==> config.mk <==
export PLATFORM = sky130hd
export DESIGN_NAME = bus_arbiter_2to1
export DESIGN_NICKNAME = d
export VERILOG_FILES = /design/src/rtl/arb_pkg.sv /design/src/rtl/mux2_vec.sv /design/src/rtl/bus_arbiter_2to1.sv
export SDC_FILE = /design/constraint.sdc
export NUM_CORES = 1
export LEC_CHECK = 0
export BUFFER_PORTS_ARGS = -buffer_cell sky130_fd_sc_hd__buf_2
export CAP_MARGIN = 10
export CORE_AREA = 2 2 39 41
export CTS_CLUSTER_DIAMETER = 120
export DETAILED_ROUTE_END_ITERATION = 7
export DIE_AREA = 0 0 41 43
export GPL_ROUTABILITY_DRIVEN = 0
export GPL_TIMING_DRIVEN = 1
export PLACE_DENSITY = 0.74
export SLEW_MARGIN = 25
export SYNTH_ARGS = -nofsm -noshare
export SYNTH_HDL_FRONTEND = slang
export SYNTH_HIERARCHICAL = 1
export SYNTH_SLANG_ARGS = --single-unit
==> constraint.sdc <==
create_clock -name clk -period 2 [get_ports clk]
set_input_delay 0.1 -clock clk [delete_from_list [all_inputs] [get_ports clk]]
set_output_delay 0.1 -clock clk [all_outputs]
set_load 0.02 [all_outputs]
==> src/rtl/arb_pkg.sv <==
// Shared types and default sizing for the 2:1 bus arbiter.
package arb_pkg;

  typedef enum logic [1:0] {
    IDLE = 2'd0,
    GNT0 = 2'd1,
    GNT1 = 2'd2
  } arb_state_e;

  localparam int ARB_ADDR_W  = 8;
  localparam int ARB_TIMEOUT = 15;

endpackage

==> src/rtl/mux2_vec.sv <==
// Vector 2:1 multiplexer: y = b when sel is high, else a.
module mux2_vec #(
  parameter int W = 8
) (
  input  logic         sel,
  input  logic [W-1:0] a,
  input  logic [W-1:0] b,
  output logic [W-1:0] y
);

  assign y = sel ? b : a;

endmodule

==> src/rtl/bus_arbiter_2to1.sv <==
// Round-robin arbiter for two requesters sharing one memory port.
// Optional grant watchdog enabled by defining ARB_TIMEOUT_EN.
module bus_arbiter_2to1
  import arb_pkg::*;
#(
  parameter int ADDR_W  = ARB_ADDR_W,
  parameter int TIMEOUT = ARB_TIMEOUT
) (
  input  logic              clk,
  input  logic              reset_n,
  input  logic              req0,
  input  logic              req1,
  input  logic [ADDR_W-1:0] addr0,
  input  logic [ADDR_W-1:0] addr1,
  output logic              gnt0,
  output logic              gnt1,
  output logic              sel,
  output logic              mem_req,
  output logic [ADDR_W-1:0] mem_addr,
  input  logic              mem_ack,
  output logic              done0,
  output logic              done1,
  output logic              err
);

  arb_state_e state, state_nxt;
  logic       last, last_nxt;
  logic       timeout_hit;

  always_ff @(posedge clk) begin
    if (!reset_n) begin
      state <= IDLE;
      last  <= 1'b1;
    end else begin
      state <= state_nxt;
      last  <= last_nxt;
    end
  end

  // A grant ends only on mem_ack or watchdog expiry; req is not looked at.
  always_comb begin
    state_nxt = state;
    last_nxt  = last;
    unique case (state)
      IDLE: begin
        if (req0 && req1)
          state_nxt = last ? GNT0 : GNT1;
        else if (req0)
          state_nxt = GNT0;
        else if (req1)
          state_nxt = GNT1;
      end
      GNT0: begin
        if (mem_ack) begin
          last_nxt  = 1'b0;
          state_nxt = req1 ? GNT1 : IDLE;
        end else if (timeout_hit) begin
          last_nxt  = 1'b0;
          state_nxt = IDLE;
        end
      end
      GNT1: begin
        if (mem_ack) begin
          last_nxt  = 1'b1;
          state_nxt = req0 ? GNT0 : IDLE;
        end else if (timeout_hit) begin
          last_nxt  = 1'b1;
          state_nxt = IDLE;
        end
      end
      default: state_nxt = IDLE;
    endcase
  end

`ifdef ARB_TIMEOUT_EN
  localparam int CNT_W = $clog2(TIMEOUT + 1);

  logic [CNT_W-1:0] wait_cnt, wait_cnt_nxt;
  logic             err_q;

  // Counter restarts on every grant entry, so a back-to-back handover gets a fresh budget.
  assign timeout_hit = (state != IDLE) && !mem_ack &&
                       (wait_cnt == CNT_W'(TIMEOUT - 1));

  always_comb begin
    wait_cnt_nxt = '0;
    if ((state != IDLE) && (state_nxt == state))
      wait_cnt_nxt = wait_cnt + 1'b1;
  end

  always_ff @(posedge clk) begin
    if (!reset_n) begin
      wait_cnt <= '0;
      err_q    <= 1'b0;
    end else begin
      wait_cnt <= wait_cnt_nxt;
      err_q    <= timeout_hit;
    end
  end

  assign err = err_q;
`else
  logic unused_timeout;

  assign timeout_hit    = 1'b0;
  assign unused_timeout = ^TIMEOUT;
  assign err            = 1'b0;
`endif

  assign gnt0    = (state == GNT0);
  assign gnt1    = (state == GNT1);
  assign sel     = (state == GNT1);
  assign mem_req = gnt0 | gnt1;
  assign done0   = gnt0 & mem_ack;
  assign done1   = gnt1 & mem_ack;

  mux2_vec #(
    .W(ADDR_W)
  ) u_addr_mux (
    .sel(sel),
    .a  (addr0),
    .b  (addr1),
    .y  (mem_addr)
  );

endmodule

==> run_results.csv <==
group,metric,value,unit
run_status,status,"completed",
global_route,grtUsageMet1,10.3,%
synthesis,syn_area_per_cell,10.4,µm²
clock_tree,clockRootBuffer,"clkbuf_4",
clock_tree,clk_latency,230,ps
route,wl_per_cell,10.1,µm
synthesis,async_flop_share,0,%
pwr,swShare,40.7,%
critical_path,cp_max_fo,8,
route,routed_via_density,4.43,
global_route,grt_antenna_before_repair,0,
layout,nets,103,
pwr,p_int,283,µW
layout,final_util,44.4,%
floorplan,die_area,1760,µm²
clock_tree,clockBufferDepth,2,
global_route,use_met2,18.1,%
sta,timing.final.crit_share,90.6,%
critical_path,cp.arrival,1710,ps
sta,fmax,0.552,GHz
clock_tree,cts_buffers,3,
floorplan,die_h,43,µm
synthesis,synth_seq_cells,3,
critical_path,crit_chain,"inv_1 > ha_1 > buf_4 > mux2_4 > buf_2",
critical_path,end_kind,"primary output",
floorplan,ios,36,
pwr,combPwrFrac,61.2,%
critical_path,crit_buf_inv,3,
clock_tree,cts_setup_buffers,0,
sta,finalSetupViolCount,0,
clock_tree,post_cts_resized,0,
critical_path,required,1900,ps
place,dp_hpwl,814,µm
synthesis,seq_area_frac_synth,14.4,%
sta,skew,1.18,ps
pwr,p_switching,194,µW
critical_path,crit_path_start_kind,"register",
flow_run,drv_cap,0,
sta,rsz0062_at_grt,"no",
sta,fin_crit,1810,ps
critical_path,slowest_stage,"ha_1",
clock_tree,cts.clk_slew.worst_paths,40,ps
layout,syn_to_final_growth,47.4,%
hold_path,hp-class,"input pin to register",
critical_path,critPathKind,"register to primary output",
floorplan,dieWidth,41,µm
critical_path,cpLargestDelayFamily,"buffers and inverters",
floorplan,rows,14,
pwr,leakage,0.361,nW
pwr,max-vdd-ir-drop,0.000327,V
critical_path,max_stage_delay,370,ps
global_route,grt_max_degree,9,
synthesis,synth_top_flop_cell,"dfxtp_1",
place,portBuffers,34,
clock_tree,holdBufCountCts,0,
synthesis,syn_nets,66,
clock_tree,htreeDepth,1,
global_route,grt_pass1_vias,347,
route,vias,408,
global_route,grt_use_total,10.5,%
sta,hold_viol_final,0,
pwr,pwr-share-seq,17.1,%
sta,slew_violations,0,
synthesis,synth.distinct_cells,22,
layout,antenna_cells,0,
pwr,p_clk_share,21.7,%
clock_tree,clkSinkCount,3,
route,postRouteWirelength,930,µm
global_route,grt_overflow,0,
sta,whs,171,ps
pwr,power_density,777,nW/µm²
layout,regArea,60.1,µm²
route,postRouteAntennaNets,0,
route,first_pass_iters,4,
layout,drive_gt1_share,67.1,%
layout,multi_input_area,312,µm²
sta,fin_tns_setup,0,ps
global_route,grt_pass1_wl,1280,µm
synthesis,postSynthCellCount,40,
floorplan,initial_core_util,30.1,%
clock_tree,cts_tree,"yes",
route,drc,0,
synthesis,synth_warnings,6,
global_route,grt_use_met3,6.28,%
route,drtIter0Drc,2,
synthesis,synth_edf_count,0,
layout,fillerInstances,147,
synthesis,netlist_area,417,µm²
global_route,grt_most_used_layer,"met2",
floorplan,core-area,1380,µm²
[power groups by stage]
| stage | logic, mW | clock network (mW) | registers, mW |
|---|---|---|---|
| floorplan | 0.231 | 0 | 0.0796 |
| global placement | 0.294 | 0 | 0.0821 |
| detailed placement | 0.296 | 0 | 0.0828 |
| CTS | 0.296 | 0.111 | 0.0817 |
| global route | 0.320 | 0.118 | 0.0838 |
| finish | 0.292 | 0.104 | 0.0817 |
[worst min-delay path, cell delays in order]
cell and delay [ps]:
buf_2 100, o211ai_1 100, o41ai_2 60
[registers in the layout, summed over array words and instances (netlist names)]
register and flops:
state 2, last 1
[layer usage]
layer	wire, µm	up-vias
met4	0	0
met3	203	0
met5	0	-
met1	372	165
met2	354	32
li1	-	211
[layout make-up]
cell class | count | area share, %
timing repair buffer | 35 | 28.9
multi-input combinational | 29 | 50.7
clock buffer | 4 | 4.28
tap | 16 | 3.26
inverter | 5 | 3.05
sequential | 3 | 9.78
[per-stage QoR]
stage | cells | total power, mW | cell area, µm² | setup slack, ps
finish | 92 | 0.477 | 614 | 189
global route | 92 | 0.522 | 614 | 70.6
CTS | 92 | 0.489 | 614 | 158
detailed placement | 88 | 0.379 | 588 | 380
global placement | 88 | 0.376 | 588 | 407
floorplan | 40 | 0.311 | 417 | 456
[cell usage after synthesis, types with 2 or more instances]
library cell	count	area share (%)
o211ai_1	2	3.6
ha_1	5	15
mux2_4	8	29
buf_4	2	3.6
inv_1	4	3.6
dfxtp_1	3	14
[worst paths after layout]
| path | startpoint | end | slack [ps] | depth (start not counted) |
|---|---|---|---|---|
| max reg2reg | state[0] | state[0] | 380 | 5 |
| min reg2reg | last | last | 480 | 1 |
| min | reset_n | state[1] | 170 | 3 |
| max | state[0] | mem_addr[6] | 190 | 5 |
[placed cells by master (no fill, tap or decap)]
master | synthesis | routed
nand2_1 | 1 | 1
nand2b_1 | 1 | 1
mux2_4 | 8 | 8
or2_4 | 1 | 1
o21ba_1 | 1 | 1
o211ai_1 | 2 | 2
o41ai_2 | 1 | 1
a21oi_1 | 1 | 1
nor3b_1 | 1 | 1
buf_2 | 0 | 34
ha_1 | 5 | 5
clkbuf_4 | 0 | 3
and2_2 | 1 | 1
inv_1 | 4 | 4
a221oi_1 | 1 | 1
and3b_1 | 1 | 1
conb_1 | 1 | 1
or3_1 | 1 | 1
o31ai_2 | 1 | 1
clkbuf_1 | 0 | 1
dfxtp_1 | 3 | 3
inv_2 | 1 | 1
buf_4 | 2 | 1
a211o_1 | 1 | 1
[cell families after synthesis]
| kind of cell | count (synthesis) | share of synthesized area (%) |
|---|---|---|
| multiplexers | 8 | 28.8 |
| AO/OA/AOI/OAI | 8 | 18.3 |
| adder cells (fa/ha/maj) | 5 | 15.0 |
| other | 1 | 0.900 |
| flip-flops | 3 | 14.4 |
| AND/OR/NAND/NOR | 7 | 11.7 |
| buffers and inverters | 8 | 10.8 |
(Power assumes the default switching activity.)
